===== src/rtl/fetch_stage_pkg.sv =====
// Shared encodings for the fetch stage: next-PC ops, FSM states and the
// default bubble instruction.
package fetch_stage_pkg;

  localparam logic [2:0] NPC_PLUS4  = 3'b000;
  localparam logic [2:0] NPC_BRANCH = 3'b001;
  localparam logic [2:0] NPC_JUMP   = 3'b010;
  localparam logic [2:0] NPC_JALR   = 3'b011;

  localparam logic [31:0] NOP_INSTR_DEFAULT = 32'h0000_0013;

  localparam logic [1:0] S_REQ  = 2'd0;
  localparam logic [1:0] S_WAIT = 2'd1;
  localparam logic [1:0] S_HOLD = 2'd2;
  localparam logic [1:0] S_DROP = 2'd3;

endpackage


===== src/rtl/fetch_stage_if.sv =====
// Instruction-memory port of the fetch stage.
// Handshake: a request is accepted in any cycle imem_req is high (no ready);
// exactly one request may be outstanding and its single response is flagged
// by imem_rvalid for one cycle, carrying the word in imem_rdata.
interface fetch_stage_if;
  logic        imem_req;
  logic [31:0] imem_addr;
  logic        imem_rvalid;
  logic [31:0] imem_rdata;

  modport master (output imem_req, output imem_addr,
                  input  imem_rvalid, input imem_rdata);
  modport slave  (input  imem_req, input imem_addr,
                  output imem_rvalid, output imem_rdata);
endinterface


===== src/rtl/fetch_stage_npc_calc.sv =====
// Combinational next-PC resolution for the instruction in EX: taken flag and
// redirect target. Codes other than branch/jump/jalr behave as PC+4.
module npc_calc
  import fetch_stage_pkg::*;
(
  input  logic [2:0]  npc_op,
  input  logic        zero,
  input  logic [31:0] pc,
  input  logic [31:0] imm,
  input  logic [31:0] alu_out,
  output logic        redirect,
  output logic [31:0] target
);

  always_comb begin
    redirect = 1'b0;
    target   = pc + imm;
    case (npc_op)
      NPC_BRANCH: redirect = zero;
      NPC_JUMP:   redirect = 1'b1;
      NPC_JALR: begin
        redirect = 1'b1;
        target   = alu_out & ~32'h1;
      end
      default:    redirect = 1'b0;
    endcase
  end

endmodule


===== src/rtl/fetch_stage.sv =====
// Instruction-fetch stage: PC register, single-outstanding imem request FSM
// with stale-response dropping, and the IF/ID pipeline register.
module fetch_stage
  import fetch_stage_pkg::*;
#(
  parameter logic [31:0] RESET_PC  = 32'h0000_0000,
  parameter logic [31:0] NOP_INSTR = NOP_INSTR_DEFAULT
)(
  input  logic        clk,
  input  logic        rst,
  input  logic        write_PC,
  input  logic        write_IFID,
  input  logic        flush_IFID,
  input  logic [2:0]  NPCOp_IDEX,
  input  logic        Zero,
  input  logic [31:0] PC_IDEX,
  input  logic [31:0] imm_IDEX,
  input  logic [31:0] aluout_EX,
  fetch_stage_if.master bus,
  output logic [31:0] PC_IFID,
  output logic [31:0] instr_IFID,
  output logic        valid_IFID,
  output logic [31:0] fetch_bubbles,
  output logic [1:0]  dbg_state
);

  logic        redirect;
  logic [31:0] target;
  logic        adv;
  logic [1:0]  state_q, state_d;
  logic [31:0] pc_q, pc_d, req_pc_q, req_pc_d, hold_q, hold_d, seq_pc;
  logic        req_raw;
  logic [31:0] addr_raw;
  logic        deliver;
  logic [31:0] deliver_instr;

  npc_calc u_npc_calc (
    .npc_op   (NPCOp_IDEX),
    .zero     (Zero),
    .pc       (PC_IDEX),
    .imm      (imm_IDEX),
    .alu_out  (aluout_EX),
    .redirect (redirect),
    .target   (target)
  );

  assign adv       = write_PC && write_IFID;
  assign seq_pc    = req_pc_q + 32'd4;
  assign dbg_state = state_q;

  // A redirect always wins over advance; any response to a request issued
  // before the redirect is discarded, either directly or via S_DROP.
  always_comb begin
    state_d       = state_q;
    pc_d          = pc_q;
    req_pc_d      = req_pc_q;
    hold_d        = hold_q;
    req_raw       = 1'b0;
    addr_raw      = pc_q;
    deliver       = 1'b0;
    deliver_instr = hold_q;
    case (state_q)
      S_REQ: begin
        req_raw  = 1'b1;
        req_pc_d = pc_q;
        state_d  = S_WAIT;
        if (redirect) begin
          pc_d    = target;
          state_d = S_DROP;
        end
      end
      S_WAIT: begin
        if (bus.imem_rvalid) begin
          if (redirect) begin
            req_raw  = 1'b1;
            addr_raw = target;
            req_pc_d = target;
            pc_d     = target;
          end else if (adv) begin
            deliver       = 1'b1;
            deliver_instr = bus.imem_rdata;
            req_raw       = 1'b1;
            addr_raw      = seq_pc;
            req_pc_d      = seq_pc;
            pc_d          = seq_pc;
          end else begin
            hold_d  = bus.imem_rdata;
            state_d = S_HOLD;
          end
        end else if (redirect) begin
          pc_d    = target;
          state_d = S_DROP;
        end
      end
      S_HOLD: begin
        if (redirect) begin
          pc_d    = target;
          state_d = S_REQ;
        end else if (adv) begin
          deliver       = 1'b1;
          deliver_instr = hold_q;
          pc_d          = seq_pc;
          state_d       = S_REQ;
        end
      end
      S_DROP: begin
        if (redirect) pc_d = target;
        if (bus.imem_rvalid) state_d = S_REQ;
      end
      default: state_d = S_REQ;
    endcase
  end

  assign bus.imem_req  = req_raw && !rst;
  assign bus.imem_addr = {addr_raw[31:2], 2'b00};

  always_ff @(posedge clk or posedge rst) begin
    if (rst) begin
      state_q  <= S_REQ;
      pc_q     <= RESET_PC;
      req_pc_q <= RESET_PC;
      hold_q   <= 32'h0;
    end else begin
      state_q  <= state_d;
      pc_q     <= pc_d;
      req_pc_q <= req_pc_d;
      hold_q   <= hold_d;
    end
  end

  always_ff @(posedge clk or posedge rst) begin
    if (rst) begin
      PC_IFID       <= 32'h0;
      instr_IFID    <= NOP_INSTR;
      valid_IFID    <= 1'b0;
      fetch_bubbles <= 32'h0;
    end else if (flush_IFID || redirect) begin
      valid_IFID <= 1'b0;
      instr_IFID <= NOP_INSTR;
    end else if (write_IFID) begin
      if (deliver) begin
        PC_IFID    <= req_pc_q;
        instr_IFID <= deliver_instr;
        valid_IFID <= 1'b1;
      end else begin
        valid_IFID    <= 1'b0;
        instr_IFID    <= NOP_INSTR;
        fetch_bubbles <= fetch_bubbles + 32'd1;
      end
    end
  end

endmodule


===== src/flat_wrapper.sv =====
// flat-port wrapper written by rule: the top's interface ports become plain ports
module fetch_stage_flat import fetch_stage_pkg::*;
#(
  parameter logic [31:0] RESET_PC  = 32'h0000_0000,
  parameter logic [31:0] NOP_INSTR = NOP_INSTR_DEFAULT
)
  (clk, rst, write_PC, write_IFID, flush_IFID, NPCOp_IDEX, Zero, PC_IDEX, imm_IDEX, aluout_EX, PC_IFID, instr_IFID, valid_IFID, fetch_bubbles, dbg_state, bus_imem_req, bus_imem_addr, bus_imem_rvalid, bus_imem_rdata);
  fetch_stage_if bus_i ();
  input  logic clk;
  input  logic rst;
  input  logic write_PC;
  input  logic write_IFID;
  input  logic flush_IFID;
  input  logic [2:0] NPCOp_IDEX;
  input  logic Zero;
  input  logic [31:0] PC_IDEX;
  input  logic [31:0] imm_IDEX;
  input  logic [31:0] aluout_EX;
  output logic [31:0] PC_IFID;
  output logic [31:0] instr_IFID;
  output logic valid_IFID;
  output logic [31:0] fetch_bubbles;
  output logic [1:0] dbg_state;
  output wire logic [$bits(bus_i.imem_req)-1:0] bus_imem_req;
  output wire logic [$bits(bus_i.imem_addr)-1:0] bus_imem_addr;
  input wire logic [$bits(bus_i.imem_rvalid)-1:0] bus_imem_rvalid;
  input wire logic [$bits(bus_i.imem_rdata)-1:0] bus_imem_rdata;
  assign bus_imem_req = bus_i.imem_req;
  assign bus_imem_addr = bus_i.imem_addr;
  assign bus_i.imem_rvalid = bus_imem_rvalid;
  assign bus_i.imem_rdata = bus_imem_rdata;
  fetch_stage #(.RESET_PC(RESET_PC), .NOP_INSTR(NOP_INSTR)) u_core (.clk(clk), .rst(rst), .write_PC(write_PC), .write_IFID(write_IFID), .flush_IFID(flush_IFID), .NPCOp_IDEX(NPCOp_IDEX), .Zero(Zero), .PC_IDEX(PC_IDEX), .imm_IDEX(imm_IDEX), .aluout_EX(aluout_EX), .bus(bus_i), .PC_IFID(PC_IFID), .instr_IFID(instr_IFID), .valid_IFID(valid_IFID), .fetch_bubbles(fetch_bubbles), .dbg_state(dbg_state));
endmodule

===== config.mk =====
export PLATFORM = sky130hd
export DESIGN_NAME = fetch_stage_flat
export DESIGN_NICKNAME = d
export VERILOG_FILES = /design/src/rtl/fetch_stage_pkg.sv /design/src/rtl/fetch_stage_if.sv /design/src/rtl/fetch_stage_npc_calc.sv /design/src/rtl/fetch_stage.sv /design/src/flat_wrapper.sv
export SDC_FILE = /design/constraint.sdc
export NUM_CORES = 1
export LEC_CHECK = 0
export CAP_MARGIN = 20
export CORE_ASPECT_RATIO = 1.2
export CORE_MARGIN = 1.5
export CORE_UTILIZATION = 51
export DETAILED_ROUTE_END_ITERATION = 12
export GPL_ROUTABILITY_DRIVEN = 0
export GPL_TIMING_DRIVEN = 0
export PLACE_DENSITY = 0.81
export SYNTH_ARGS = -nofsm -noshare
export SYNTH_HDL_FRONTEND = slang
export SYNTH_SLANG_ARGS = --single-unit

===== constraint.sdc =====
create_clock -name clk -period 7.2 [get_ports clk]
set_input_delay 1.08 -clock clk [delete_from_list [all_inputs] [get_ports clk]]
set_output_delay 1.08 -clock clk [all_outputs]
set_load 0.02 [all_outputs]

# Yosys cells after proc, flatten, opt, wreduce, memory -nomap -nowiden
# Index checks and enable logic that the tools add are counted.
# word_totals
ff_bits,195
latchBits,0
mem_bits_rw,0
mem_bits_ro,0
in_bits,138
out_inout_bits,132
n_memories,0
# op_classes
addsub,3
multipliers,0
n_div,0
n_lt_le_gt_ge,0
n_eq_ne,13
n_shift,0
n_mux,39
n_bitwise,4
reduce_logical,14
# op_table
op,count
2-to-1 mux 32 bit,17
case mux 32 bit (3 select lines),1
case mux 32 bit (2 select lines),1
adder 32 x 1 -> 32 bit (second input constant),1
adder 32 x 3 -> 32 bit (second input constant),1
adder 32 bit,1
2-to-1 mux 2 bit,8
AND reduction 3 bit,3
2-to-1 mux 1 bit,8
case mux 2 bit (4 select lines),1
equality test 3 x 2 -> 1 bit (second input constant),2
inequality test 3 x 1 -> 1 bit (second input constant),2
inequality test 3 x 2 -> 1 bit (second input constant),2
case mux 1 bit (2 select lines),3
AND reduction 5 bit,1
equality test 2 bit (second input constant),2
inequality test 2 bit (second input constant),2
inverter 1 bit,4
AND reduction 4 bit,1
nonzero test 2 bit,2
OR reduction 2 bit,2
equality test 3 x 1 -> 1 bit (second input constant),1
inequality test 3 bit (second input constant),1
equality test 2 x 1 -> 1 bit (second input constant),1
4 further kinds,5

# Logic depth before layout (Yosys ltp)
# depth
depth_word,9
ltp_mapped,13
ltp_nobuf,11

# By module
# A second synthesis with hierarchy kept.
# hier_totals
cells_unflattened,1353
area_unflattened_um2,12284.3
# modules_own_cells
module,n_inst,cells_per_inst,area_per_inst_um2
fetch_stage,1,1025,10142.2
npc_calc,1,328,2142.1

# Least setup slack after synthesis
# Ideal clock, no wire load.
# synth_path
path_kind,input to output
startpoint,input port PC_IDEX[0]
endpoint,output port bus_imem_addr[30]
t_arrival_ps,3681
t_required_ps,6120
setup_slack_ps,2439
cell_stages,11
path_buffers,0
cell_sequence,ha_1 > fa_1 > a21o_1 > a31oi_1 > or4_1 > nand2_1 > a221oi_2 > nor3_1 > o21ai_0 > o31ai_1 > o31ai_1
# synth_via
elab_chain_len,5
# synth_lines
element,line_no,rtl
start: declaration,flat_wrapper.sv:16,input logic [31:0] PC_IDEX;
adder 32 bit,fetch_stage_npc_calc.sv:17,target = pc + imm;
2-to-1 mux 32 bit,fetch_stage_npc_calc.sv:18,case (npc_op)
2-to-1 mux 32 bit,fetch_stage.sv:74,if (redirect) begin
2-to-1 mux 32 bit,fetch_stage.sv:73,if (bus.imem_rvalid) begin
2-to-1 mux 32 bit,fetch_stage.sv:62,case (state_q)
end: declaration,flat_wrapper.sv:25,output wire logic [$bits(bus_i.imem_addr)-1:0] bus_imem_addr;
# Every way passes these cells.

# Final worst setup path
# layout_path
startpoint,input port PC_IDEX[0]
endpoint,output port bus_imem_addr[22]
# Same word-level chain as after synthesis.

==> impl_results.md <==
* Status: completed
* Routed vias/inst at 6.14
* Core area at 22,400 um2
* Worst-skew pair later-pin latency at 0.44 ns
* Die ar. at 23,900 um2
* Largest net degree at the start of global routing at 106
* PwrDens at 327 nW/um2
* Yosys reg bits at 195
* Vias in the first global route at 11.1k
* Post-CTS resize count at 0
* Pre-CTS setup slack at 1.03 ns
* CTS tree: built
* Commonest non-fill, non-tap cell in the layout: clkdlybuf4s50_1
* Fin crit period at 6.26 ns
* Total CTS buffers at 17
* R2R Setup Slk at 3.51 ns
* GRT overflow at 0
* Final Hold Fails at 0
* Sequential area share after synthesis at 0.417
* Final net count at 1,755
* Post-DP Area at 14,800 um2
* Drt pass-1 iters at 6
* Post-DR wirelength/cell at 19.7 um
* Worst Path Required at 6.12 ns
* Cell accounting for the most synthesized area: dfrtp_1
* Synthesized cell area at 11,700 um2
* Max Cap Violations at 0
* I/O Buffers at 266
* CP Depth at 13
* FF+latch area at 4880 um2
* Worst R2R Path Depth at 11
* Synth top area cells: dfrtp_1 41%, mux2_2 6.1%, nand2_1 6.0%, o21ai_0 5.4%, a21oi_1 4.1%
* Slew HR at 0.341
* Family with the most delay on the worst path: compound AO/OA/AOI/OAI gates
* Die span in x at 141 um
* Initial antenna violation count at 0
* I/O pin cnt at 270
* CP Class: primary input to primary output
* Post-synthesis cell type count at 68
* Clock Sinks at 195
* Crit path buf inv count at 2
* H-tree Lvls at 4
* FF-to-FF End: u_core.pc_q[31]
* Fin. max-slew vios at 0
* Clk buf depth at 2
* Number of enable flip-flop cells after synthesis at 0
* RSZ-0062 raised after global routing: false
* Setup ws final at 0.941 ns
* Crit path DAT at 5.18 ns
* Fmax at 160 MHz
* Post-route DRC violation count at 0
* YS warnings at 0
* Initial Util at 0.521
* Min-delay worst type: register to register
* Critical path origin: PC_IDEX[0]
* Slowest stage delay, CP at 0.60 ns
* Critical Path End: bus_imem_addr[22]
* Inserted Diodes at 0
* Skew final at 0.0182 ns
* Cell row count at 60
* Share of layout cells above drive strength 1 at 0.0697
* Leak at 6.51 nW
* Reg clk slew, reported paths at 0.07 ns
* Cells after Synth at 1,292
* Final wirelength at 36,900 um
* First-pass GRT wire length at 58,100 um
* FF-to-FF Start: u_core.dbg_state[1]
* CP max-delay cell: clkdlybuf4s50_1
* VDD IR max at 0.000220 V
* Fillers at 1,769
* Most used cell, CP: clkdlybuf4s50_1
* Post-DP HPWL at 27,900 um
* Post-DRT Antenna Nets at 0
* Routed via count at 11.5k
* Crit start category: primary input
* Most frequent cells in the layout: 266 x clkdlybuf4s50_1, 192 x dfrtp_1, 186 x nand2_1, 126 x o21ai_0, 100 x nor2_1
* CP max FO at 5
* Ys flop type: dfrtp_1
* Area grow syn2layout at 31.2%
* Setup violations, final at 0
* Area of the multi-input gates at 6480 um2
* CTS Hold Buffers Added at 0
* CP Capture Type: primary output
* Design Area, Final at 15,300 um2
* Syn_area_per_cell at 9.06 um2
* Cell Chain, Critical Path: clkdlybuf4s50_1 > ha_1 > fa_1 > a21o_1 > a31oi_1 > or4_1 > nand2_1 > a221oi_2 > xor2_1 > nor2_1 > a211oi_1 > o21ai_0 > clkdlybuf4s50_1
* Final period util at 0.869
* GRT Total Usage at 0.311
* Die Y at 169 um
* Setup Fix Bufs, Post-CTS at 0
* Clk root buf: clkbuf_16
* Share of the synthesized area in the top cell type at 0.411
* Async set-reset flop share out of synthesis at 1.00
* Initial drt markers at 1,327
* Worst-Margin Slew at 0.989 ns
per-stage QoR:
step	hold WS [ns]	TNS, ns	std cells	power [mW]	utilization
after global routing	0.501	0	1871	5.25	0.684
after floorplan	0.479	0	1293	3.06	-
final	0.478	0	1871	5.01	0.684
after global placement	0.460	-330.88	1838	3.91	0.656
after CTS	0.484	0	1871	4.96	0.684
after detailed placement	0.469	0	1839	3.98	0.657
how the worst min path moves through the flow:
stage / slack [ns] / from / to / depth (start not counted)
after floorplan: 0.48 / u_core.hold_q[30] / u_core.hold_q[30] / 1
after global routing: 0.50 / u_core.instr_IFID[8] / u_core.instr_IFID[8] / 2
after CTS: 0.48 / u_core.instr_IFID[8] / u_core.instr_IFID[8] / 2
after detailed placement: 0.47 / u_core.instr_IFID[6] / u_core.instr_IFID[6] / 2
after global placement: 0.46 / u_core.instr_IFID[19] / u_core.instr_IFID[19] / 2
final: 0.48 / u_core.instr_IFID[6] / u_core.instr_IFID[6] / 2
per-layer routing:
layer	vias to the layer above	routed length (um)	global-route usage
li1	5256	-	-
met1	5349	14100	0.380
met2	729	17400	0.518
met3	151	3550	0.0639
met4	2	1940	0.161
met5	-	5	0
tightest hold or removal path, cell delays in order, from the launching register on:
cell and delay (ns):
dfrtp_1 0.34, nand2_1 0.04, o21ai_0 0.06
power by group:
group / internal (mW) / switching, mW / total (mW) / leakage, nW
registers: 1.43 / 0.290 / 1.72 / 2.53
clock network: 0.527 / 0.450 / 0.977 / 0.293
logic: 0.974 / 1.34 / 2.32 / 3.69
sequential cells by signal, summed over array words and instances (netlist names):
signal and cells:
u_core.PC_IFID 32, u_core.dbg_state 2, u_core.fetch_bubbles 32, u_core.hold_q 32
u_core.instr_IFID 32, u_core.pc_q 32, u_core.req_pc_q 32, u_core.valid_IFID 1
logic make-up (layout without fill, tap and decap cells):
group	Yosys count	count (layout)	share of synthesized area
AO/OA/AOI/OAI	374	374	0.196
XOR/XNOR	78	78	0.0584
adder cells (fa/ha/maj)	38	38	0.0413
buffers and inverters	86	385	0.0295
flip-flops	195	195	0.417
multiplexers	102	102	0.0940
other	1	2	0.000320
AND/OR/NAND/NOR	418	418	0.163
cell usage after synthesis (all sizes together), types with 5 or more instances:
cell    number
a211o        6
a211oi      10
a21o        24
a21oi       97
a221oi      11
a22o         8
a22oi        8
a31oi        6
and2         9
and3        21
and4         6
buf         14
clkbuf      57
dfrtp      192
ha          37
inv         15
mux2        63
mux2i       39
nand2      186
nand3       32
nand4       16
nor2       101
nor3        18
nor4         5
o211ai      10
o21ai      126
o22ai       25
o31ai        5
or3          7
xnor2       48
xor2        30
layout make-up:
| cell class | count | area share |
|---|---|---|
| buffer | 71 | 0.0188 |
| clock buffer | 19 | 0.0282 |
| clock inverter | 13 | 0.0107 |
| inverter | 15 | 0.00416 |
| multi-input combinational | 1012 | 0.422 |
| sequential | 195 | 0.318 |
| tap | 279 | 0.0227 |
| timing repair buffer | 267 | 0.175 |
(Power assumes the default switching activity.)
